File: src/rtl/led_matrix_pwm_scan_if.sv
// led_matrix_pwm_scan_if: frame source and LED pin bundle for led_matrix_pwm_scan
interface led_matrix_pwm_scan_if #(
   parameter int NROW     = 4,
   parameter int NCOL     = 4,
   parameter int BRIGHT_W = 4
);
   logic [NROW*NCOL*BRIGHT_W-1:0] frame_data;
   logic                          frame_load;
   logic [NROW-1:0]               kled_tri;
   logic [NCOL-1:0]               aled;
   logic                          frame_start;
   logic                          load_pending;
   modport master (output frame_data, frame_load, input kled_tri, aled, frame_start, load_pending);
   modport slave  (input frame_data, frame_load, output kled_tri, aled, frame_start, load_pending);
endinterface

File: src/rtl/led_matrix_pwm_scan.sv
// led_matrix_pwm_scan: one-LED-at-a-time PWM scanner with double-buffered frame; LED_SKIP_DARK_EN shortens dark slots to 1 clk
module led_matrix_pwm_scan #(
   parameter int NROW     = 4,
   parameter int NCOL     = 4,
   parameter int BRIGHT_W = 4,
   parameter int PRESCALE = 2,
   parameter int BLANK    = 1
) (
   input logic                clk,
   input logic                rst_n,
   led_matrix_pwm_scan_if.slave bus
);
   localparam int N  = NROW * NCOL;
   localparam int FW = N * BRIGHT_W;
   localparam int S  = BLANK + (1 << BRIGHT_W) - 1;
   localparam int PW = $clog2(PRESCALE + 1);
   localparam int SW = $clog2(S + 1);
   localparam int IW = $clog2(N + 1);
   logic [FW-1:0]       active_q, active_d, shadow_q, shadow_d;
   logic                pend_q, pend_d;
   logic [PW-1:0]       pre_q, pre_d;
   logic [SW-1:0]       step_q, step_d;
   logic [IW-1:0]       slot_q, slot_d;
   logic [NROW-1:0]     kled_q, kled_d;
   logic [NCOL-1:0]     aled_q, aled_d;
   logic                fs_q, fs_d;
   logic [BRIGHT_W-1:0] level;
   logic                off, dark, step_end, slot_end, wrap;
   // Scan counters, buffer swap at the frame wrap, and next output values decoded from the current slot
   always_comb begin
      level    = active_q[int'(slot_q)*BRIGHT_W +: BRIGHT_W];
      off      = level == '0;
`ifdef LED_SKIP_DARK_EN
      dark     = off;
`else
      dark     = 1'b0;
`endif
      step_end = int'(pre_q) == PRESCALE - 1;
      slot_end = dark || (step_end && int'(step_q) == S - 1);
      wrap     = slot_end && int'(slot_q) == N - 1;
      pre_d    = (step_end || dark) ? '0 : pre_q + 1'b1;
      step_d   = slot_end ? '0 : step_end ? step_q + 1'b1 : step_q;
      slot_d   = wrap ? '0 : slot_end ? slot_q + 1'b1 : slot_q;
      shadow_d = bus.frame_load ? bus.frame_data : shadow_q;
      active_d = !wrap ? active_q : bus.frame_load ? bus.frame_data : pend_q ? shadow_q : active_q;
      pend_d   = wrap ? 1'b0 : bus.frame_load ? 1'b1 : pend_q;
      fs_d     = slot_q == '0 && step_q == '0 && pre_q == '0;
      aled_d   = (off || int'(step_q) < BLANK) ? '1 : ~(NCOL'(1) << (int'(slot_q) % NCOL));
      kled_d   = (!off && int'(step_q) >= BLANK && int'(step_q) - BLANK < int'(level))
                 ? NROW'(1) << (int'(slot_q) / NCOL) : '0;
   end
   // State and registered outputs; reset forces the LED pins idle at once
   always_ff @(posedge clk or negedge rst_n) begin
      if (!rst_n) begin
         active_q <= '0;
         shadow_q <= '0;
         pend_q   <= 1'b0;
         pre_q    <= '0;
         step_q   <= '0;
         slot_q   <= '0;
         kled_q   <= '0;
         aled_q   <= '1;
         fs_q     <= 1'b0;
      end else begin
         active_q <= active_d;
         shadow_q <= shadow_d;
         pend_q   <= pend_d;
         pre_q    <= pre_d;
         step_q   <= step_d;
         slot_q   <= slot_d;
         kled_q   <= kled_d;
         aled_q   <= aled_d;
         fs_q     <= fs_d;
      end
   end
   assign bus.kled_tri     = kled_q;
   assign bus.aled         = aled_q;
   assign bus.frame_start  = fs_q;
   assign bus.load_pending = pend_q;
endmodule

File: src/flat_wrapper.sv
// flat-port wrapper written by rule: the top's interface ports become plain ports
module led_matrix_pwm_scan_flat 
#(
   parameter int NROW     = 4,
   parameter int NCOL     = 4,
   parameter int BRIGHT_W = 4,
   parameter int PRESCALE = 2,
   parameter int BLANK    = 1
)
  (clk, rst_n, bus_frame_data, bus_frame_load, bus_kled_tri, bus_aled, bus_frame_start, bus_load_pending);
  led_matrix_pwm_scan_if #(.NROW(NROW), .NCOL(NCOL), .BRIGHT_W(BRIGHT_W)) bus_i ();
  input logic clk;
  input logic rst_n;
  input wire logic [$bits(bus_i.frame_data)-1:0] bus_frame_data;
  input wire logic [$bits(bus_i.frame_load)-1:0] bus_frame_load;
  output wire logic [$bits(bus_i.kled_tri)-1:0] bus_kled_tri;
  output wire logic [$bits(bus_i.aled)-1:0] bus_aled;
  output wire logic [$bits(bus_i.frame_start)-1:0] bus_frame_start;
  output wire logic [$bits(bus_i.load_pending)-1:0] bus_load_pending;
  assign bus_i.frame_data = bus_frame_data;
  assign bus_i.frame_load = bus_frame_load;
  assign bus_kled_tri = bus_i.kled_tri;
  assign bus_aled = bus_i.aled;
  assign bus_frame_start = bus_i.frame_start;
  assign bus_load_pending = bus_i.load_pending;
  led_matrix_pwm_scan #(.NROW(NROW), .NCOL(NCOL), .BRIGHT_W(BRIGHT_W), .PRESCALE(PRESCALE), .BLANK(BLANK)) u_core (.clk(clk), .rst_n(rst_n), .bus(bus_i));
endmodule
File: config.mk
export PLATFORM = sky130hd
export DESIGN_NAME = led_matrix_pwm_scan_flat
export DESIGN_NICKNAME = d
export VERILOG_FILES = /design/src/rtl/led_matrix_pwm_scan_if.sv /design/src/rtl/led_matrix_pwm_scan.sv /design/src/flat_wrapper.sv
export SDC_FILE = /design/constraint.sdc
export NUM_CORES = 1
export LEC_CHECK = 0
export ABC_CLOCK_PERIOD_IN_PS = 6800
export CAP_MARGIN = 25
export CORE_MARGIN = 2
export CORE_UTILIZATION = 35
export DETAILED_ROUTE_END_ITERATION = 8
export GPL_ROUTABILITY_DRIVEN = 0
export SYNTH_ARGS = -nofsm -noshare
export SYNTH_HDL_FRONTEND = slang
export SYNTH_SLANG_ARGS = --single-unit
File: constraint.sdc
create_clock -name clk -period 6.8 [get_ports clk]
set_input_delay 1.7 -clock clk [delete_from_list [all_inputs] [get_ports clk]]
set_output_delay 1.7 -clock clk [all_outputs]
set_load 0.05 [all_outputs]
* Word level (Yosys, flattened, before mapping) *
Index checks and enable logic that the tools add are counted.

storage, ports and cells
  logic and storage cells = 51
  memory bits (read-only) = 0
  memory bits (writable) = 0
  latch bits = 0
  bits in registers = 150
  memories kept = 0

operators by class
  divide/modulo/power cells = 0
  order comparisons = 3
  shifts and indexed selects = 3
  equal/unequal tests = 3
  reductions and logical operators = 17
  multiplexer cells = 11
  multipliers = 0
  $add $sub $neg = 4
  bitwise gates (word level) = 1

operators with widths
  kind                   number
  $mux W64               2
  $shiftx A64 B8 Y4      1
  $lt A32 B5 Y1          1
  $mux W5                4
  $add A5 B1 Y5 const B  2
  $eq A5 B5 Y1 const B   2
  $logic_not A5 Y1       2
  $mux W4                2
  $reduce_bool A2 Y1     4
  $logic_and A1 B1 Y1    6
  $sub A5 B1 Y6 const B  1
  $ge A5 B1 Y1 const B   1
  $lt A5 B1 Y1 const B   1
  $logic_not A4 Y1       1
  $not A4 Y4             1
  $shl A1 B2 Y4 const A  1
  $shl A1 B3 Y4 const A  1
  $add A2 B1 Y2 const B  1
  $eq A2 B2 Y1 const B   1
  $logic_not A2 Y1       1
  $mux W1                2
  $mux W2                1
  $reduce_and A2 Y1      1
  $logic_not A1 Y1       1
  $logic_or A1 B1 Y1     1

* Depth between registers and ports, before layout *
Gate-level depths: netlist of run 1.

  depth after elaboration = 6
  gate-level depth with buffers = 12
  gate-level depth less buffers = 10

* Worst setup path after synthesis of run 1 *
OpenSTA, ideal clock, no wires.

  path kind = input -> register
  from = input port bus_frame_load
  to = register u_core.active_q[10]
  setup slack = 3.704 ns
  buffers on the path = 2
  stages on the path = 4
  arrival time = 2.971 ns
  data required time = 6.675 ns
  library setup time = 0.125 ns
  cell sequence = clkbuf_1 > clkbuf_1 > mux2_2 > mux2_4

on the way
  word-level cells in the longest chain between the ends = 2
  elaborated cells on any way between the ends = 3

ends and longest elaborated chain
  element                       RTL line                   source
  start: declaration            flat_wrapper.sv:15         input wire logic [$bits(bus_i.frame_load)-1:0] bus_frame_load;
  $reduce_bool A2 Y1 (no line)  -
  $reduce_and A2 Y1 (no line)   -
  end signal: assignment        led_matrix_pwm_scan.sv:65  active_q <= active_d;
  end: declaration              led_matrix_pwm_scan.sv:19  logic [FW-1:0] active_q, active_d, shadow_q, shadow_d;

Parallel ways exist; a longest one is shown, timed or not.
A chain may end at the register's enable or synchronous reset.

* Final worst setup path of run 1 *
  from = input port bus_frame_load
  to = register u_core.active_q[63]

The elaborated chain is that of the path after synthesis.

==> metrics, run 1 <==
outcome completed; hold path depth 1; CP Capture Type flop; first-pass GRT wire length 21.3 mm; Core Area 18900 sq um; DP HPWL 8.80 mm; # nets final 589; worst vdd ir 0.000173 V; Final Cycle Share a little over half; RSZ-0062 raised after global routing false; post-synthesis sequential area ratio 55.3%; Post-synth EDFFs 0; largest net degree at the start of global routing 82; internal power consumption 1690 uW; Clock power frac 46.7%; WL final ~13 mm; PortBufs 76; # setup viols final 0; CP arrival 4010 ps; Die Span Y roughly 140 um; initial antenna violation count 0; final hold violation count 0; Cell Pwr Density approximately 250 nW/um^2; Slew headroom approximately two fifths; post-route worst setup slack 3080 ps; Layout area overhead 23.0%; CTS H-Tree Depth 4; Sink Count 150; total track usage 13.7%; Worst Tran Pin Value 873 ps; Ant. Diodes 0; R2R depth 11; Setup TNS 0 ps; Initial Utilization 36.0%; worst hold path type reg2reg; switching part of the total power 20.1%; net load switching power 426 uW; YS warnings 0; routed vias about 3700; Multi-input gate area 2790 sq um; gr ovfl total 0; fin. max-slew vios 0; Max Clock Skew just over 7 ps; Rows 50; Resized cells post-CTS 0; vias in the first global route ~4000; Via-to-Cell Ratio 4.68; Root Driver clkbuf_16; Reg area 3760 sq um; Die ar. 20600 sq um; Fmax around 270 MHz; Netlist Area Pre-Place 6800 sq um; Max Root-Sink Buffers 2; # fillers 1711; DP Area approximately 7700 sq um; Power Total about 2100 uW; clock transition at the registers of the reported paths 60 ps; DIE WIDTH between 100 and 150 um; FFs w/ async S/R, synth 100%; Synth cell types 40; drt first pass iters 4; DRC viols 0; Mapped Nets 512; Worst Setup Path Type in2reg; Synth Register Bits 150; post-route ant nets 0; part of the power in registers between 40% and 50%; setup bufs post-CTS 0; Num CTS Buffers 17; Comb power frac 7.8%; share of layout cells above drive strength 1 between 30% and 40%; average routed wire per standard cell 16.5 um; post-synthesis cell count 434; CP startpoint kind input port; CP Max Fanout 65; Post-CTS Hold Fix Bufs 0; Final Cell Area 8360 sq um; prevailing post-synth register cell dfrtp_1; Post-Place Worst Slack 2630 ps; CP required ~7000 ps; CTS tree yes; Lkg Pwr 0.00380 uW; fin crit period roughly 3700 ps; num ports 77; MaxCap Viol Count 0; Clock Latency Late Sink about 410 ps; Syn Area/Cell about 16 sq um; number of DRC markers in iteration 0 between 200 and 300
[synthesized netlist by cell type (all sizes together) (5+ instances only)]
| master | count | share of area [%] |
|---|---|---|
| nor2 | 9 | 0.50 |
| buf | 13 | 2.6 |
| a22oi | 6 | 0.66 |
| inv | 9 | 0.50 |
| dfrtp | 146 | 54 |
| mux2 | 130 | 25 |
| nand2b | 5 | 0.46 |
| nand3 | 7 | 0.52 |
| clkbuf | 11 | 0.61 |
| nand2 | 15 | 0.86 |
| nor3 | 9 | 0.66 |
| ha | 11 | 2.0 |
| mux4 | 17 | 5.6 |
[state kept, by name, summed over array words and instances (netlist names)]
register and cells:
u_core.active_q 64, u_core.bus.load_pending 1, u_core.bus.kled_tri 4, u_core.pre_q 2
u_core.bus.aled 4, u_core.step_q 5, u_core.shadow_q 64, u_core.slot_q 5
u_core.bus.frame_start 1
[worst paths after layout]
| check | startpoint | endpoint | slack (ps) |
|---|---|---|---|
| max in group asynchronous | rst_n | u_core.shadow_q[10] | 4110 |
| setup reg to reg | u_core.slot_q[0] | u_core.bus.kled_tri[0] | 3450 |
| setup / recovery | bus_frame_load | u_core.active_q[63] | 3080 |
| hold reg to reg | u_core.pre_q[0] | u_core.pre_q[1] | 490 |
| min in group asynchronous | rst_n | u_core.shadow_q[63] | 1310 |
| hold / removal | u_core.pre_q[0] | u_core.pre_q[1] | 490 |
[worst max-delay path: stages]
cell    delay [ps]
buf_2           80
buf_4          640
nor2_1         150
or4_4          500
buf_4          270
buf_16         270
mux2_4         340
[area by class of cell]
class | count | share of cell area [%]
multi-input combinational | 251 | 33.4
sequential | 150 | 44.9
tap | 260 | 3.89
clock inverter | 9 | 1.77
clock buffer | 22 | 5.79
timing repair buffer | 82 | 9.83
inverter | 9 | 0.404
[cell usage in the layout (no fill, tap or decap), types with 6 or more instances in the layout]
master and n:
nand3_1 7, clkdlybuf4s50_1 74, ha_1 11, clkbuf_16 17
dfrtp_1 146, nand2_1 14, mux4_2 17, inv_1 9
nor3_1 9, nor2_1 9, a22oi_1 6, mux2_4 60
mux2_2 70
[per-layer routing]
layer  track usage (%)  share of wire, %
met2              22.1                49
met3              2.97               3.8
met1              18.1                46
met4              4.95               1.2
met5                 0                 0
[per-stage QoR]
stage | cells | util [%] | hold WS (ps)
floorplan | 434 | - | 447
global placement | 751 | 40.8 | 468
detailed placement | 752 | 40.9 | 487
CTS | 783 | 44.3 | 491
global route | 783 | 44.3 | 504
finish | 783 | 44.3 | 487
[power groups by stage]
stage               sequential, uW  combinational, uW  clock [uW]
global route                   970                182        1060
detailed placement             981                169           0
CTS                            965                171        1020
global placement               978                166           0
floorplan                      977               88.3           0
finish                         964                165         990
[logic make-up (layout without fill, tap and decap cells)]
logic type / after synthesis / after routing / share of synthesized area [%]
adders and majority gates: 11 / 11 / 2.02
and+or+nand+nor: 64 / 64 / 5.28
buffers and inverters: 33 / 122 / 3.68
muxes: 151 / 151 / 31.1
DFF: 150 / 150 / 55.3
xor gates and xnor gates: 7 / 7 / 0.902
AOI/OAI and AO/OA: 18 / 18 / 1.77
Note: power is estimated with default switching activity, not from simulation.
==> run 2: changes to the inputs <==
--- a/config.mk
+++ b/config.mk
@@ -5,7 +5,7 @@
 export SDC_FILE = /design/constraint.sdc
 export NUM_CORES = 1
 export LEC_CHECK = 0
-export ABC_CLOCK_PERIOD_IN_PS = 6800
+export ABC_CLOCK_PERIOD_IN_PS = 3600
 export CAP_MARGIN = 25
 export CORE_MARGIN = 2
 export CORE_UTILIZATION = 35
==> constraint.sdc (replaced) <==
create_clock -name clk -period 3.6 [get_ports clk]
set_input_delay 0.9 -clock clk [delete_from_list [all_inputs] [get_ports clk]]
set_output_delay 0.9 -clock clk [all_outputs]
set_load 0.05 [all_outputs]
==> metrics, run 2 (synthesis results as in run 1) <==
most common cell after layout, fill and taps aside dfrtp_1; setup bufs post-CTS 0; initial antenna violation count 0; Die ar. 20600 sq um; CP arrival ~3400 ps; PortBufs 76; Post-CTS Hold Fix Bufs 0; clock transition at the registers of the reported paths 60 ps; first-pass GRT wire length about 22 mm; # nets final between 500 and 600; average routed wire per standard cell 16.8 um; Final Cell Area 8320 sq um; Sink Count 150; Hold WS 460 ps; Max Clock Skew 14.7 ps; Resized cells post-CTS 0; Layout area overhead 22.3%; Setup TNS 0 ps; largest net degree at the start of global routing 65; Worst Tran Pin Value 813 ps; Num CTS Buffers 17; worst r2r src u_core.slot_q[0]; # fillers 1704; routed vias 3718; post-route ant nets 0; Core Area 18900 sq um; # setup viols final 0; most frequent cells in the layout dfrtp_1, clkdlybuf4s50_1, mux2_2; Root Driver clkbuf_16; met1 GRT Util roughly a fifth; final hold violation count 0; fin. max-slew vios 0; DRC viols 0; Rows 50; share of layout cells above drive strength 1 37.6%; total track usage 14.1%; CTS H-Tree Depth 4; Final Cycle Share ~87%; vias in the first global route 4082; WL final around 13 mm; outcome completed; worst hold path type in2async; num ports 77; GR met2 Demand/Resource 21.9%; Via-to-Cell Ratio 4.73; Critical Path Start u_core.slot_q[0]; CP Max Fanout 11; Ant. Diodes 0; Cell Pwr Density 458 nW/um^2; number of DRC markers in iteration 0 193; Fmax 321 MHz; DP HPWL around 9.3 mm; CTS tree yes; Worst Setup Path Type reg2reg; fin crit period about 3100 ps; DP Area 7760 sq um; biggest regs u_core.active_q x64, u_core.shadow_q x64; Lkg Pwr 0.00376 uW; MaxCap Viol Count 0; Die Span Y 143 um; drt first pass iters 4; Slew headroom 45.8%; Most Used Layer, Global Route met2; Max Root-Sink Buffers 2; fin util 44.0%; Initial Utilization 36.0%; Clock Latency Late Sink 430 ps; CP required 3920 ps; RSZ-0062 raised after global routing false; gr ovfl total 0; DIE WIDTH 143 um; CP Capture Type flop; CP startpoint kind flop; global routing usage on met3 3.33%; worst vdd ir around 0.00033 V
## run 2: cell types whose count changed in the layout (fill, tap and decap cells not counted)
cell        change
bufinv_16       -3
clkinvlp_4      +3
buf_12          +2
buf_4           +2
clkbuf_8        -2
clkinv_4        +2
buf_16          -1
clkinv_2        -1
inv_6           +1
## run 2: where the power goes
group | total, uW | internal [uW] | leakage (uW) | switching (uW)
logic | 317 | 188 | 0.00162 | 129
clock network | 1670 | 981 | 0.000264 | 685
registers | 1820 | 1790 | 0.00188 | 36.1
total | 3810 | 2960 | 0.00376 | 851
## run 2: path summary, 6_finish.rpt
check / slack (ps) / cells after the start / to
worst min-delay path: 460 / 1 / u_core.active_q[47]
worst max-delay path: 480 / 10 / u_core.bus.kled_tri[2]
max in group asynchronous: 2340 / 2 / u_core.bus.kled_tri[2]
min in group clk: 480 / 1 / u_core.pre_q[1]
worst min register to register: 480 / 1 / u_core.pre_q[1]
worst max register to register: 480 / 10 / u_core.bus.kled_tri[2]
## run 2: worst max-delay path: stages, from the launching register on
cell      delay, ps
dfrtp_1         710
buf_4           250
mux4_2          510
a22oi_1         220
nand2_1         130
nand2b_1        100
ha_1            240
a21o_1          160
o21ai_0         370
nand2_1         100
nor3_1          220
## run 2: stage by stage
| stage | total power [uW] | setup slack (ps) | cells |
|---|---|---|---|
| finish | 3810 | 481 | 786 |
| global route | 3970 | 323 | 786 |
| CTS | 3860 | 500 | 786 |
| detailed placement | 2180 | 560 | 755 |
| global placement | 2170 | 709 | 755 |
| floorplan | 2010 | 906 | 434 |
## run 2: cell type report
cell class	instances	area, sq um	share of cell area (%)
Multi-Input combinational cell	251	2790	33.6
Clock inverter	11	101	1.22
Sequential cell	150	3760	45.2
Clock buffer	20	457	5.49
Inverter	9	33.8	0.406
Timing Repair Buffer	85	850	10.2
Tap cell	260	325	3.91
## run 2: per-layer routing
metal,wire length (um),vias to the layer above,share of wire [%]
met5,0,-,0
met4,200,0,1.5
met3,491,15,3.7
met2,6210,72,47
met1,6320,1914,48
li1,-,1717,-
==> run 3: changes to the inputs <==
--- a/config.mk
+++ b/config.mk
@@ -8,7 +8,7 @@
 export ABC_CLOCK_PERIOD_IN_PS = 3600
 export CAP_MARGIN = 25
 export CORE_MARGIN = 2
-export CORE_UTILIZATION = 35
+export CORE_UTILIZATION = 33
 export DETAILED_ROUTE_END_ITERATION = 8
 export GPL_ROUTABILITY_DRIVEN = 0
 export SYNTH_ARGS = -nofsm -noshare
==> metrics, run 3 (synthesis results as in run 1) <==
DIE WIDTH 148 um; worst vdd ir 0.000283 V; clock transition at the registers of the reported paths roughly 60 ps; Die ar. 21800 sq um; PortBufs 76; Clock power frac 46.6%; post-route ant nets 0; part of the power in registers between 40 and 50%; number of DRC markers in iteration 0 218; Multi-input gate area roughly 2800 sq um; outcome completed; # nets final 591; most frequent cells in the layout dfrtp_1, clkdlybuf4s50_1, mux2_2; Cell Pwr Density 478 nW/um^2; Ant. Diodes 0; Setup TNS 0 ps; share of layout cells above drive strength 1 between 30 and 40%; Rows 52; CP top delay family compound AO/OA/AOI/OAI gates; fin. max-slew vios 0; Die Span Y 148 um; Reg area 3760 sq um; # setup viols final 0; gr ovfl total 0; WL final 13.3 mm; Slew headroom 43.3%; CP required 3920 ps; Power Total 4010 uW; worst hold path type reg2reg; Core Area 20200 sq um; slowest CP cell dfrtp_1; Worst Setup Path Type reg2reg; Post-CTS Hold Fix Bufs 0; largest net degree at the start of global routing 94; CP Max Fanout 11; average routed wire per standard cell 16.7 um; DRC viols 0; Max Root-Sink Buffers 2; Clock Latency Late Sink 420 ps; CP max stage delay 670 ps; routed vias 3749; setup bufs post-CTS 0; Comb power frac under 10%; Fmax between 300 and 400 MHz; Max Clock Skew 6.74 ps; fin util 41.5%; Initial Utilization 33.6%; final instance count without filler cells 796; DP HPWL 9.35 mm; Hold WS 495 ps; total track usage about an eighth; CP startpoint kind flop; net load switching power 853 uW; # fillers 1817; RSZ-0062 raised after global routing false; Layout area overhead 23.4%; first-pass GRT wire length 22.2 mm; CP arrival 3300 ps; Lkg Pwr 0.00379 uW; crit path buf inv count 1; most common cell after layout, fill and taps aside dfrtp_1; CTS H-Tree Depth 4; Via-to-Cell Ratio 4.71; Root Driver clkbuf_16; Critical Path, Cell by Cell buf_4 -> mux4_2 -> a22oi_1 -> nand2_1 -> nand2b_1 -> ha_1 -> a21o_1 -> a21o_1 -> o21ai_0 -> nand2_1 -> nor3_1; CTS tree yes; MaxCap Viol Count 0; Sink Count 150; Final Cycle Share 82.7%; fin crit period between 2000 and 3000 ps; vias in the first global route 4118; CP Capture Type flop; Worst Tran Pin Value 850 ps; Resized cells post-CTS 0; internal power consumption 3160 uW; final hold violation count 0; Num CTS Buffers 17; switching part of the total power 21.3%; initial antenna violation count 0; placed insts between 700 and 800; num ports 77; biggest regs u_core.active_q x64, u_core.shadow_q x64; drt first pass iters 4
-- run 3: cell types whose count changed in the layout (fill, tap and decap cells not counted), sizes merged --
cell / delta
clkinv: -4
bufinv: +3
buf: -1
clkbuf: +1
inv: +1
-- run 3: layout make-up --
| type | count | area share [%] |
|---|---|---|
| timing repair buffer | 84 | 10.1 |
| sequential | 150 | 44.8 |
| multi-input combinational | 251 | 33.2 |
| clock buffer | 21 | 5.37 |
| inverter | 9 | 0.403 |
| tap | 270 | 4.03 |
| clock inverter | 11 | 2.06 |
-- run 3: path summary, 6_finish.rpt --
check | startpoint | to | slack, ps | cells past startpoint
max | u_core.slot_q[1] | u_core.bus.kled_tri[0] | 620 | 11
min | u_core.shadow_q[6] | u_core.shadow_q[6] | 500 | 1
max reg2reg | u_core.slot_q[1] | u_core.bus.kled_tri[0] | 620 | 11
min reg2reg | u_core.shadow_q[6] | u_core.shadow_q[6] | 500 | 1
max in group asynchronous | rst_n | u_core.active_q[47] | 2120 | 2
min in group asynchronous | rst_n | u_core.shadow_q[14] | 570 | 1
-- run 3: stage by stage --
step	worst slack, ps	cell area, sq um
after floorplan	906	6800
after global placement	796	7740
after detailed placement	624	7770
after CTS	613	8390
after global routing	395	8390
final	624	8390
-- run 3: per-layer routing --
metal | vias to the layer above | track usage, % | share of wire, %
li1 | 1712 | - | -
met1 | 1932 | 17.7 | 47
met2 | 81 | 20.0 | 46
met3 | 24 | 3.86 | 4.7
met4 | 0 | 5.14 | 2.0
met5 | - | 0 | 0
-- run 3: power by group through the flow --
stage	sequential, uW	clock (uW)	combinational, uW
final	1820	1870	319
after global routing	1830	1990	350
after CTS	1820	1910	329
after detailed placement	1850	0	326
after global placement	1850	0	319
after floorplan	1850	0	167
